## src/rtl/uart_pkg.sv

```systemverilog
// Shared types and constants for the UART receive path.
// Optional parity support is enabled with the UART_RX_PARITY_EN macro.
package uart_pkg;

  localparam int UART_DATA_BITS        = 8;
  localparam int UART_BAUD_DIV_DEFAULT = 104;

  typedef enum logic [2:0] {
    IDLE  = 3'd0,
    START = 3'd1,
    DATA  = 3'd2,
    STOP  = 3'd3,
    BREAK = 3'd4
`ifdef UART_RX_PARITY_EN
    , PARITY = 3'd5
`endif
  } rx_state_e;

  // Width of a counter that must reach div-1; never narrower than one bit.
  function automatic int baud_cnt_width(input int div);
    return (div > 2) ? $clog2(div) : 1;
  endfunction

endpackage

```

## src/rtl/uart_rx_sync.sv

```systemverilog
// Two-flop synchroniser for the asynchronous rx pin plus falling-edge detect.
// Reset value is line-idle (1) so leaving reset never fakes a start edge.
module uart_rx_sync (
  input  logic clk,
  input  logic rstn,
  input  logic rx,
  output logic rx_s,
  output logic fall
);

  logic meta;
  logic rx_p;

  // NOTE: sequential state uses non-blocking assignments so each flop samples the pre-edge value of the one before it.
  always_ff @(posedge clk) begin
    if (!rstn) begin
      meta <= 1'b1;
      rx_s <= 1'b1;
      rx_p <= 1'b1;
    end else begin
      meta <= rx;
      rx_s <= meta;
      rx_p <= rx_s;
    end
  end

  assign fall = rx_p & ~rx_s;

endmodule

```

## src/rtl/uart_rx_data.sv

```systemverilog
// UART receive controller: 8N1 framing, mid-bit sampling, holding register with valid/ack handshake.
// Define UART_RX_PARITY_EN to add an even-parity bit between the data bits and the stop bit.
module uart_rx_data
  import uart_pkg::*;
#(
  parameter int BAUD_DIV = UART_BAUD_DIV_DEFAULT
) (
  input  logic                      clk,
  input  logic                      rstn,
  input  logic                      rx,
  input  logic                      rd_ack,
  output logic [UART_DATA_BITS-1:0] data,
  output logic                      valid,
  output logic                      frame_err,
  output logic                      parity_err,
  output logic                      overrun,
  output logic                      busy
);

  localparam int HALF_DIV = BAUD_DIV / 2;
  localparam int CNT_W    = baud_cnt_width(BAUD_DIV);

  localparam logic [CNT_W-1:0] HALF_LIM = CNT_W'(HALF_DIV - 1);
  localparam logic [CNT_W-1:0] FULL_LIM = CNT_W'(BAUD_DIV - 1);
  localparam logic [2:0]       LAST_BIT = 3'(UART_DATA_BITS - 1);

  rx_state_e                 state, state_d;
  logic [CNT_W-1:0]          cnt;
  logic [2:0]                bit_idx;
  logic [UART_DATA_BITS-1:0] shreg;
  logic                      rx_s, fall;
  logic                      half_hit, full_hit;
  logic                      cnt_clr, shift_en, deliver, ferr_d, par_ok;

  uart_rx_sync u_sync (
    .clk  (clk),
    .rstn (rstn),
    .rx   (rx),
    .rx_s (rx_s),
    .fall (fall)
  );

  assign half_hit = (cnt == HALF_LIM);
  assign full_hit = (cnt == FULL_LIM);
  assign busy     = (state != IDLE);

`ifdef UART_RX_PARITY_EN
  logic par_bad, perr_d;
  assign par_ok = ~par_bad;
`else
  assign par_ok     = 1'b1;
  assign parity_err = 1'b0;
`endif

  always_comb begin
    // NOTE: every signal driven here gets a default first, so no path leaves one unassigned and infers a latch.
    state_d  = state;
    cnt_clr  = 1'b0;
    shift_en = 1'b0;
    deliver  = 1'b0;
    ferr_d   = 1'b0;
`ifdef UART_RX_PARITY_EN
    perr_d   = 1'b0;
`endif
    case (state)
      IDLE: begin
        cnt_clr = 1'b1;
        if (fall) state_d = START;
      end
      START: begin
        if (half_hit) begin
          cnt_clr = 1'b1;
          state_d = rx_s ? IDLE : DATA;
        end
      end
      DATA: begin
        if (full_hit) begin
          cnt_clr  = 1'b1;
          shift_en = 1'b1;
`ifdef UART_RX_PARITY_EN
          if (bit_idx == LAST_BIT) state_d = PARITY;
`else
          if (bit_idx == LAST_BIT) state_d = STOP;
`endif
        end
      end
`ifdef UART_RX_PARITY_EN
      PARITY: begin
        if (full_hit) begin
          cnt_clr = 1'b1;
          perr_d  = (^shreg) ^ rx_s;
          state_d = STOP;
        end
      end
`endif
      STOP: begin
        if (full_hit) begin
          cnt_clr = 1'b1;
          // A parity failure already flagged the frame; just drop it at stop time.
          if (!par_ok) begin
            state_d = IDLE;
          end else if (rx_s) begin
            deliver = 1'b1;
            state_d = IDLE;
          end else begin
            ferr_d  = 1'b1;
            state_d = BREAK;
          end
        end
      end
      BREAK: begin
        cnt_clr = 1'b1;
        if (rx_s) state_d = IDLE;
      end
      default: begin
        cnt_clr = 1'b1;
        state_d = IDLE;
      end
    endcase
  end

  always_ff @(posedge clk) begin
    if (!rstn) state <= IDLE;
    else       state <= state_d;
  end

  // NOTE: every datapath flop, the shift register included, takes the reset so an abandoned frame leaves nothing behind.
  always_ff @(posedge clk) begin
    if (!rstn) begin
      cnt       <= '0;
      bit_idx   <= '0;
      shreg     <= '0;
      data      <= '0;
      valid     <= 1'b0;
      overrun   <= 1'b0;
      frame_err <= 1'b0;
    end else begin
      frame_err <= ferr_d;
      cnt       <= cnt_clr ? '0 : cnt + 1'b1;

      if (state == START)                       bit_idx <= '0;
      else if (shift_en && bit_idx != LAST_BIT) bit_idx <= bit_idx + 3'd1;

      if (shift_en) shreg <= {rx_s, shreg[UART_DATA_BITS-1:1]};

      // A new byte wins over a same-cycle acknowledge; without an ack it is dropped.
      if (deliver) begin
        if (!valid) begin
          data  <= shreg;
          valid <= 1'b1;
        end else if (rd_ack) begin
          data  <= shreg;
        end else begin
          overrun <= 1'b1;
        end
      end else if (valid && rd_ack) begin
        valid   <= 1'b0;
        overrun <= 1'b0;
      end
    end
  end

`ifdef UART_RX_PARITY_EN
  always_ff @(posedge clk) begin
    if (!rstn) begin
      par_bad    <= 1'b0;
      parity_err <= 1'b0;
    end else begin
      parity_err <= perr_d;
      if (state == START) par_bad <= 1'b0;
      else if (perr_d)    par_bad <= 1'b1;
    end
  end
`endif

endmodule

```

## config.mk

```make
export PLATFORM = sky130hd
export DESIGN_NAME = uart_rx_data
export DESIGN_NICKNAME = d
export VERILOG_FILES = /design/src/rtl/uart_pkg.sv /design/src/rtl/uart_rx_sync.sv /design/src/rtl/uart_rx_data.sv
export SDC_FILE = /design/constraint.sdc
export NUM_CORES = 1
export LEC_CHECK = 0
export BUFFER_PORTS_ARGS = -buffer_cell sky130_fd_sc_hd__buf_2
export CELL_PAD_IN_SITES_DETAIL_PLACEMENT = 0
export CELL_PAD_IN_SITES_GLOBAL_PLACEMENT = 1
export CORE_UTILIZATION = 39
export DETAILED_ROUTE_END_ITERATION = 12
export PLACE_DENSITY_LB_ADDON = 0.1
export SYNTH_ARGS = -nofsm -noshare
export SYNTH_HDL_FRONTEND = slang
export SYNTH_SLANG_ARGS = --single-unit
export TNS_END_PERCENT = 5
```

## constraint.sdc

```tcl
create_clock -name clk -period 1.4 [get_ports clk]
set_input_delay 0.07 -clock clk [delete_from_list [all_inputs] [get_ports clk]]
set_output_delay 0.07 -clock clk [all_outputs]
set_load 0.01 [all_outputs]
```

==> summary.md, run 1 <==
| Metric | Value |
|---|---|
| Synth area leaders | dfxtp_1 (48%), nand2_1 (6.9%), mux2i_1 (5.5%) |
| Ys flop type | dfxtp_1 |
| Area leader, netlist | dfxtp_1 |
| RR Endpoint | data[4] |
| R2R Path Start | cnt[4] |
| Peak VDD IR | slightly below 0.0006 V |
| Via count | about 1.2k |
| 1st-pass router iterations | 4 |
| Hold Slack | 0.0638 ns |
| Cell Area, Synth | around 0.0015 mm2 |
| Failing checks | negative setup slack |
| CTS tree | built |
| Wl on met1 | ~1.3 mm |
| Clock period minus worst slack | 1.46 ns |
| Utilization after layout | 54.4% |
| Port Buffers | 15 |
| Fmax | about 700 MHz |
| CP max stage cell | dfxtp_4 |
| Distinct cells, synth | 40 |
| Final net count | around 200 |
| Top delay family on crit path | simple AND/OR/NAND/NOR gates |
| Buf+Inv Stages, Crit Path | 1 |
| Num CTS Buffers | 5 |
| Synth Area per Inst | slightly above 9 um2 |
| Post-route ant nets | 0 |
| Top-area cell type share of the netlist area | 47.7% |
| DRC violations left | 0 |
| Initial Utilization | 42.4% |
| Die height | ~63 um |
| Yosys reg bits | 35 |
| First-pass GRT wire length | between 4 and 5 mm |
| Num ports | 17 |
| # rows | 21 |
| Post-Route WL | 2.79 mm |
| Final setup fails | 11 |
| Routed length on met3 | about 110 um |
| Logic depth of the worst path, buffers included | 5 |
| RSZ-0062 raised after global routing | true |
| Skew final | around 0.0028 ns |
| Routed wl met2 | between 1 and 1.5 mm |
| Vias in the first global route | ~1.1k |
| Clock Pin Slew Worst Setup and Hold Paths | 0.07 ns |
| Later-pin clock latency in the skew report | roughly 0.28 ns |
| # Max-Cap Violations | 0 |
| Power Dens Cells | 934 mW/mm2 |
| Total grt overflow | 0 |
| Critical Path, Cell by Cell | and4bb_4 > nand3_4 > nor4b_4 > buf_12 > mux2i_1 |
| Core ar. | ~0.0035 mm2 |
| Syn Inst Count | 160 |
| Data arrival time of the worst path | ~1.7 ns |
| Critical-path maximum fanout | 8 |
| Synth warn | 0 |
| Setup WS post-layout | -0.0564 ns |
| Root buffer cell | clkbuf_8 |
| Crit path from | cnt[4] |
| Post-DP HPWL | approximately 2.0 mm |
| Slowest cell delay on critical path | 0.34 ns |
| DIE WIDTH | between 60 and 70 um |
| Status | finished with violations |
| Final period util | 104% |
| WP data required | 1.62 ns |
| Synth-to-layout area growth | 28.5% |
| DRT iter0 DRCs | 49 |
| Sink Count | 35 |
| R2r worst-path depth | 5 |
| Min-Delay Path Class | input port to flop |
| Final hold viol count | 0 |
| Clk buf depth | 2 |
| Slew Viols, Final | 0 |
| GRT Resource Usage Total | between 15 and 20% |
| Max layer used | met4 |
| Critical path class | flop to flop |
| Share of layout cells above drive strength 1 | between 30% and 40% |
| # diodes | 0 |
| R2R Setup Slk | -0.06 ns |
| Critical Path End | data[4] |
| H-Tree Depth | 2 |
| Initial antenna violation count | 0 |
| Die Area | roughly 0.004 mm2 |
| Post-synth EDFFs | 0 |
| Fill cells | around 360 |
| CP Launch Type | flop |
| Leak | about 0.7 nW |
| Post-Syn Nets | roughly 170 |
| Global placer's final weighted congestion | around 0.84 |
| Largest net degree at the start of global routing | 30 |
| Sequential fraction of the synthesis area | about 48% |
| Setup crit end kind | flop |
| Vias per cell | a little under 5 |
| Post-synthesis async set-or-reset flop share | 0% |
| Avg WL per Cell | approximately 12 um |
worst min path at each step:
stage | start | end | slack, ns | cells after the start
final | rstn | u_sync.rx_p | 0.06 | 2
after global routing | rstn | u_sync.rx_p | 0.08 | 2
after CTS | rstn | u_sync.rx_p | 0.05 | 2
after detailed placement | rx | u_sync.meta | 0.25 | 2
after global placement | rx | u_sync.meta | 0.25 | 2
after floorplan | rx | u_sync.meta | 0.17 | 1
power breakdown:
group	switching, mW	internal [mW]
registers	0.00383	1.00
clock network	0.348	0.347
logic	0.0390	0.0263
registers in the layout (all words and copies together), names as in the netlist, 3 cells and up:
name     flops
data         8
shreg        8
cnt          7
bit_idx      3
state        3
cell usage in the layout, fill, tap and decap left out, drive strengths merged, types with 2 or more instances in the layout:
cell type  synthesis  routed
nand3             11      11
a21oi              5       5
xnor2              3       3
o21ai             14      14
nand2             27      27
buf                4      35
nor2b              2       2
clkbuf             5       6
ha                 3       3
nand4              2       2
nand2b             5       5
nor2              13      13
dfxtp             35      35
nor3               2       2
xor2               3       3
mux2i              8       8
inv                2       2
repair_timing:
item / 4_1_cts / 5_1_grt
pin swaps: 4 / 3
hold buffers: 1 / 0
setup endpoints to repair: 30 / 31
buffers inserted: 1 / 0
gates cloned: 0 / 0
resized for setup: 8 / 9
endpoints found under the hold margin: 1 / 0
per-stage QoR:
stage	cells	TNS, ns	instance area (um2)	power [mW]	setup WS, ns
floorplan	160	-0.697	1480	1.07	-0.0817
global placement	231	-2.10	1720	1.08	-0.149
detailed placement	231	-3.00	1720	1.09	-0.195
CTS	241	-1.30	1850	1.79	-0.113
global route	241	-2.02	1890	1.86	-0.139
finish	241	-0.419	1890	1.76	-0.0564
area by class of cell:
type	instances	area, um2	share of cell area (%)
multi-input cells	114	767	40.6
flip-flops and latches	35	711	37.6
repair buffers	36	260	13.8
clock buffers	6	72.6	3.84
well taps	46	57.6	3.05
clock inverters	2	12.5	0.663
inverters	2	7.51	0.398
metal layers:
metal  track usage (%)  up-vias
li1                  -      608
met1              20.1      535
met2              23.8       21
met3              5.98        7
met4              4.83        0
met5                 0        -
kinds of logic after synthesis:
logic type / share of synthesized area (%)
xor+xnor: 3.58
simple gates: 26.6
mux: 5.45
fa+ha+maj: 2.56
flops: 47.7
other cells: 0.255
compound gates: 10.1
buf+inv: 3.83
synthesized netlist by cell type (2+ instances only):
library cell,number
clkbuf_1,4
mux2i_1,8
dfxtp_1,35
xnor2_1,3
nand2_1,27
nand2b_1,4
buf_2,2
nand3_1,10
a21oi_1,5
nor3_1,2
o21ai_0,13
nor2_1,13
ha_1,3
xor2_1,3
nor2b_1,2
inv_1,2
Note: power is estimated with default switching activity, not from simulation.
==> run 2: changes to the inputs <==
--- a/config.mk
+++ b/config.mk
@@ -6,11 +6,9 @@
 export NUM_CORES = 1
 export LEC_CHECK = 0
 export BUFFER_PORTS_ARGS = -buffer_cell sky130_fd_sc_hd__buf_2
-export CELL_PAD_IN_SITES_DETAIL_PLACEMENT = 0
-export CELL_PAD_IN_SITES_GLOBAL_PLACEMENT = 1
-export CORE_UTILIZATION = 39
+export CORE_UTILIZATION = 50
 export DETAILED_ROUTE_END_ITERATION = 12
-export PLACE_DENSITY_LB_ADDON = 0.1
+export PLACE_DENSITY = 0.73
 export SYNTH_ARGS = -nofsm -noshare
 export SYNTH_HDL_FRONTEND = slang
 export SYNTH_SLANG_ARGS = --single-unit
==> summary.md, run 2 (synthesis results as in run 1) <==
| Metric | Value |
|---|---|
| WP data required | 1.67 ns (+0.05 ns) |
| Largest regs | data: 8 flops, shreg: 8 flops, cnt: 7 flops |
| Total grt overflow | 0 (unchanged) |
| H-Tree Depth | 2 (unchanged) |
| Switching share of power | 19.0% (-3.1 points) |
| Core ar. | 0.00278 mm2 (-20%) |
| Final period util | 103% (-1.5 points) |
| DIE WIDTH | 56.2 um (-11%) |
| # diodes | 0 (unchanged) |
| Sink Count | 35 (unchanged) |
| Wl on met1 | 1.28 mm (-5.0%) |
| Skew final | 0.0144 ns (+0.0117 ns) |
| Power Dens Cells | 1030 mW/mm2 (+10%) |
| Failing checks | negative setup slack |
| Routed length on met3 | 112 um (-1.8%) |
| Global placer's final weighted congestion | 0.790 (-5.6%) |
| Sequential share of power | 51.1% (-5.8 points) |
| Setup crit end kind | flop |
| Setup_tns | -0.162 ns (+0.257 ns) |
| Clock period minus worst slack | 1.44 ns (-0.0206 ns) |
| Data arrival time of the worst path | 1.71 ns (+0.04 ns) |
| # Max-Cap Violations | 0 (unchanged) |
| RSZ-0062 raised after global routing | true |
| Later-pin clock latency in the skew report | 0.34 ns (+0.06 ns) |
| CP Launch Type | flop |
| Die height | 56.2 um (-11%) |
| Synth-to-layout area growth | 30.2% |
| Combinational share of power | 3.6% (about the same) |
| Avg WL per Cell | 12.2 um (+5.5%) |
| Clock power share | 45.2% (+5.8 points) |
| Initial antenna violation count | 0 (unchanged) |
| Max layer used | met4 |
| Clock Pin Slew Worst Setup and Hold Paths | 0.11 ns (+0.04 ns) |
| Final net count | 203 (+1.0%) |
| Final setup fails | 8 (-3) |
| Final hold viol count | 0 (unchanged) |
| Initial Utilization | 52.8% (+10 points) |
| Largest net degree at the start of global routing | 30 (unchanged) |
| Root buffer cell | clkbuf_4 |
| Vias in the first global route | 1,160 (+3.6%) |
| Commonest non-fill, non-tap cell in the layout | dfxtp_1 |
| Post-Route WL | 2.78 mm (-0.18%) |
| Num ports | 17 (unchanged) |
| Post-route ant nets | 0 (unchanged) |
| Peak VDD IR | 0.00106 V (+77%) |
| Final Power | 1.96 mW (+11%) |
| Min-Delay Path Class | input port to flop |
| Port Buffers | 15 (unchanged) |
| P_sw | 0.374 mW (-4.1%) |
| Most frequent cells in the layout | dfxtp_1 (29), nand2_1 (27), buf_4 (16) |
| Int Pwr | 1.59 mW (+16%) |
| 1st-pass router iterations | 4 (unchanged) |
| Fmax | 696 MHz (+1.4%) |
| Critical path class | flop to flop |
| Via count | 1,213 (+3.6%) |
| DRT iter0 DRCs | 34 (-31%) |
| Non-filler cells, final | 228 (-5.4%) |
| Share of layout cells above drive strength 1 | 33.5% (+0.17 points) |
| # rows | 19 (-9.5%) |
| Vias per cell | 5.32 (+9.5%) |
| Num CTS Buffers | 5 (unchanged) |
| Hold Slack | 0.0374 ns (-0.0264 ns) |
| Die Area | 0.00316 mm2 (-21%) |
| Post-DP HPWL | 2.00 mm (+0.44%) |
| Setup WS post-layout | -0.0358 ns (+0.0206 ns) |
| CTS tree | built |
| Status | finished with violations |
| Routed wl met2 | 1.36 mm (+7.2%) |
| Slew Viols, Final | 0 (unchanged) |
| Critical-path maximum fanout | 8 (unchanged) |
| Leak | 0.737 nW (+4.5%) |
| Placed Instances | 217 (-6.1%) |
| GRT Resource Usage Total | 19.0% (+3.4 points) |
| DRC violations left | 0 (unchanged) |
| First-pass GRT wire length | 4.80 mm (-1.6%) |
| Clk buf depth | 2 (unchanged) |
[run 2: cell count changes in the layout (fill, tap and decap cells not counted), moves of 2 or more]
cell	change
clkbuf_4	+5
clkbuf_8	-5
buf_6	+4
buf_4	-2
bufinv_16	+2
o21ai_1	+2
[run 2: critical path, stage by stage, from the launching register on]
cell	delay, ns
dfxtp_2	0.33
and4bb_4	0.34
nand3_4	0.08
nor4b_4	0.27
buf_12	0.17
mux2i_1	0.19
[run 2: repair_timing]
action,4_1_cts,5_1_grt
hold endpoints to repair,2,0
hold buffers,2,0
buffers inserted,1,0
pin swaps,6,3
gates resized for setup,10,11
setup endpoints to repair,29,32
[run 2: layout make-up]
cell class | instances | area (um2)
Clock buffer | 6 | 41.3
Clock inverter | 2 | 60.1
Fill cell | 211 | 868
Inverter | 2 | 7.51
Multi-Input combinational cell | 114 | 762
Sequential cell | 35 | 708
Tap cell | 31 | 38.8
Timing Repair Buffer | 38 | 295
[run 2: layer usage]
layer | global-route usage [%] | vias up
li1 | - | 615
met1 | 23.6 | 570
met2 | 31.5 | 24
met3 | 6.28 | 4
met4 | 5.23 | 0
met5 | 0 | -
[run 2: power by group through the flow]
stage	clock (mW)	sequential, mW	combinational, mW
3_3_place_gp	0	1.03	0.0598
4_1_cts	0.903	1.00	0.0684
2_1_floorplan	0	1.03	0.0406
6_report	0.889	1.01	0.0711
5_1_grt	0.948	1.01	0.0767
3_5_place_dp	0	1.03	0.0608
[run 2: per-stage QoR]
step / utilization (%) / area, um2 / worst slack (ns)
2_1_floorplan: - / 1480 / -0.0817
3_3_place_gp: 61.5 / 1710 / -0.0335
3_5_place_dp: 61.5 / 1710 / -0.102
4_1_cts: 67.2 / 1870 / -0.116
5_1_grt: 68.8 / 1910 / -0.109
6_report: 68.8 / 1910 / -0.0358
[run 2: path summary, 6_finish.rpt]
path / slack, ns / cells past startpoint / from / to
setup reg to reg: -0.04 / 5 / cnt[4] / data[7]
setup / recovery: -0.04 / 5 / cnt[4] / data[7]
hold / removal: 0.04 / 4 / rd_ack / overrun
hold reg to reg: 0.43 / 1 / u_sync.meta / u_sync.rx_s
==> run 3: changes to the inputs <==
--- a/config.mk
+++ b/config.mk
@@ -12,4 +12,3 @@
 export SYNTH_ARGS = -nofsm -noshare
 export SYNTH_HDL_FRONTEND = slang
 export SYNTH_SLANG_ARGS = --single-unit
-export TNS_END_PERCENT = 5
==> summary.md, run 3 (synthesis results as in run 1) <==
| Metric | Value |
|---|---|
| Failing checks | negative setup slack |
| CP Launch Type | flop |
| Non-filler cells, final | 233 (+2.2%) |
| Skew final | 0.0134 ns (-0.00102 ns) |
| Global placer's final weighted congestion | 0.765 (-3.1%) |
| Top delay family on crit path | compound AO/OA/AOI/OAI gates |
| Dpl ws | -0.192 ns (-0.0903 ns) |
| Fill cells | 204 (-3.3%) |
| Via count | 1,240 (+2.2%) |
| Utilization after layout | 71.5% (+2.7 points) |
| Placed Area | 0.00171 mm2 (-0.29%) |
| Synth-to-layout area growth | 35.3% |
| Final net count | 208 (+2.5%) |
| # diodes | 0 (unchanged) |
| Core ar. | 0.00278 mm2 (unchanged) |
| Leak | 0.763 nW (+3.5%) |
| Initial antenna violation count | 0 (unchanged) |
| Clk buf depth | 2 (unchanged) |
| Post-DP HPWL | 2.02 mm (+1.3%) |
| Vias in the first global route | 1,171 (+0.95%) |
| Setup WS post-layout | -0.140 ns (-0.104 ns) |
| Hold Slack | 0.0384 ns (+0.000929 ns) |
| WP data required | 1.65 ns (-0.02 ns) |
| Avg WL per Cell | 14.0 um (+14%) |
| Commonest non-fill, non-tap cell in the layout | dfxtp_1 |
| Post-Route WL | 3.25 mm (+17%) |
| Num ports | 17 (unchanged) |
| Final setup fails | 30 (+22) |
| Status | finished with violations |
| Critical-path maximum fanout | 4 (-4) |
| First-pass GRT wire length | 4.93 mm (+2.7%) |
| CTS tree | built |
| Multi-input logic area | 795 um2 (+4.3%) |
| Critical Path, Cell by Cell | and4bb_4 > buf_4 > buf_6 > a21oi_4 > a311o_1 > a21boi_1 |
| H-Tree Depth | 2 (unchanged) |
| CP max stage cell | and4bb_4 |
| Vias per cell | 5.32 (about the same) |
| Initial Utilization | 52.8% (unchanged) |
| 1st-pass router iterations | 6 (+2) |
| DRC violations left | 0 (unchanged) |
| Final Cell Area | 0.00199 mm2 (+3.9%) |
| Logic depth of the worst path, buffers included | 6 (+1) |
| Min-Delay Path Class | input port to flop |
| Largest regs | data: 8 flops, shreg: 8 flops, cnt: 7 flops |
| Die height | 56.2 um (unchanged) |
| Later-pin clock latency in the skew report | 0.33 ns (about the same) |
| Slowest cell delay on critical path | 0.36 ns (+0.02 ns) |
| Register Area | 713 um2 (+0.71%) |
| Total grt overflow | 0 (unchanged) |
| Post-route ant nets | 0 (unchanged) |
| GRT Resource Usage Total | 20.5% (+1.5 points) |
| # rows | 19 (unchanged) |
| Root buffer cell | clkbuf_4 |
| Sink Count | 35 (unchanged) |
| Clock period minus worst slack | 1.54 ns (+0.104 ns) |
| DIE WIDTH | 56.2 um (unchanged) |
| Share of layout cells above drive strength 1 | 39.1% (+5.6 points) |
| R2r worst-path depth | 6 (+1) |
| Buf+Inv Stages, Crit Path | 2 (+1) |
| Data arrival time of the worst path | 1.79 ns (+0.08 ns) |
| Critical path class | flop to flop |
| Largest net degree at the start of global routing | 30 (unchanged) |
| Die Area | 0.00316 mm2 (unchanged) |
| Fmax | 649 MHz (-6.8%) |
| Num CTS Buffers | 5 (unchanged) |
| RSZ-0062 raised after global routing | true |
| Placed Instances | 216 (-0.46%) |
| Most frequent cells in the layout | dfxtp_1 (27), nand2_1 (26), buf_4 (19) |
| Setup crit end kind | flop |
| Peak VDD IR | 0.000888 V (-16%) |
| Hold path depth | 2 (-2) |
| Power Dens Cells | 986 mW/mm2 (-4.0%) |
| Setup_tns | -1.62 ns (-1.46 ns) |
| Final Power | 1.96 mW (-0.21%) |
| # Max-Cap Violations | 0 (unchanged) |
| Slew Viols, Final | 0 (unchanged) |
| Final period util | 110% (+7.5 points) |
| Clock Pin Slew Worst Setup and Hold Paths | 0.11 ns (about the same) |
| Final hold viol count | 0 (unchanged) |
| DRT iter0 DRCs | 45 (+32%) |
| Port Buffers | 15 (unchanged) |
## run 3: cell count changes in the layout (fill, tap and decap cells not counted), moves of 2 or more
cell,before,now
a21oi_1,4,2
buf_4,16,19
buf_6,4,8
dfxtp_1,29,27
o21ai_0,12,4
o21ai_1,2,9
## run 3: final cells by class
class | instances | area share (%)
timing repair buffer | 43 | 16.7
clock buffer | 6 | 2.08
multi-input combinational | 114 | 40.0
clock inverter | 2 | 3.02
tap | 31 | 1.95
sequential | 35 | 35.9
inverter | 2 | 0.378
## run 3: what timing repair did
item,in CTS,in global routing
resized for setup,18,21
buffers inserted,6,3
hold buffers,1,0
endpoints found under the hold margin,1,0
endpoints found under the setup margin,27,30
pin swaps,8,8
## run 3: final timing paths
path | startpoint | end | slack (ns)
setup / recovery | cnt[3] | state[0] | -0.14
hold / removal | rstn | u_sync.rx_p | 0.04
setup reg to reg | cnt[3] | state[0] | -0.14
hold reg to reg | u_sync.meta | u_sync.rx_s | 0.42
## run 3: power by group
part           internal (mW)  switching (mW)  leakage [nW]  total, mW
clock                  0.557           0.329        0.0525      0.886
sequential             0.999         0.00325         0.287       1.00
combinational         0.0298          0.0424         0.423     0.0722
## run 3: worst register-to-register path: cells and delay by family (launching register included)
family | cells | cell delay [ns]
flops | 1 | 0.34
simple gates | 1 | 0.36
compound gates | 3 | 0.53
buf+inv | 2 | 0.23
## run 3: routing by layer
metal	vias to the layer above	wire [um]	share of wire, %	global-route usage [%]
li1	628	-	-	-
met1	578	1430	44	22.8
met2	30	1680	52	35.7
met3	4	92	2.8	5.35
met4	0	42	1.3	10.1
met5	-	0	0	0
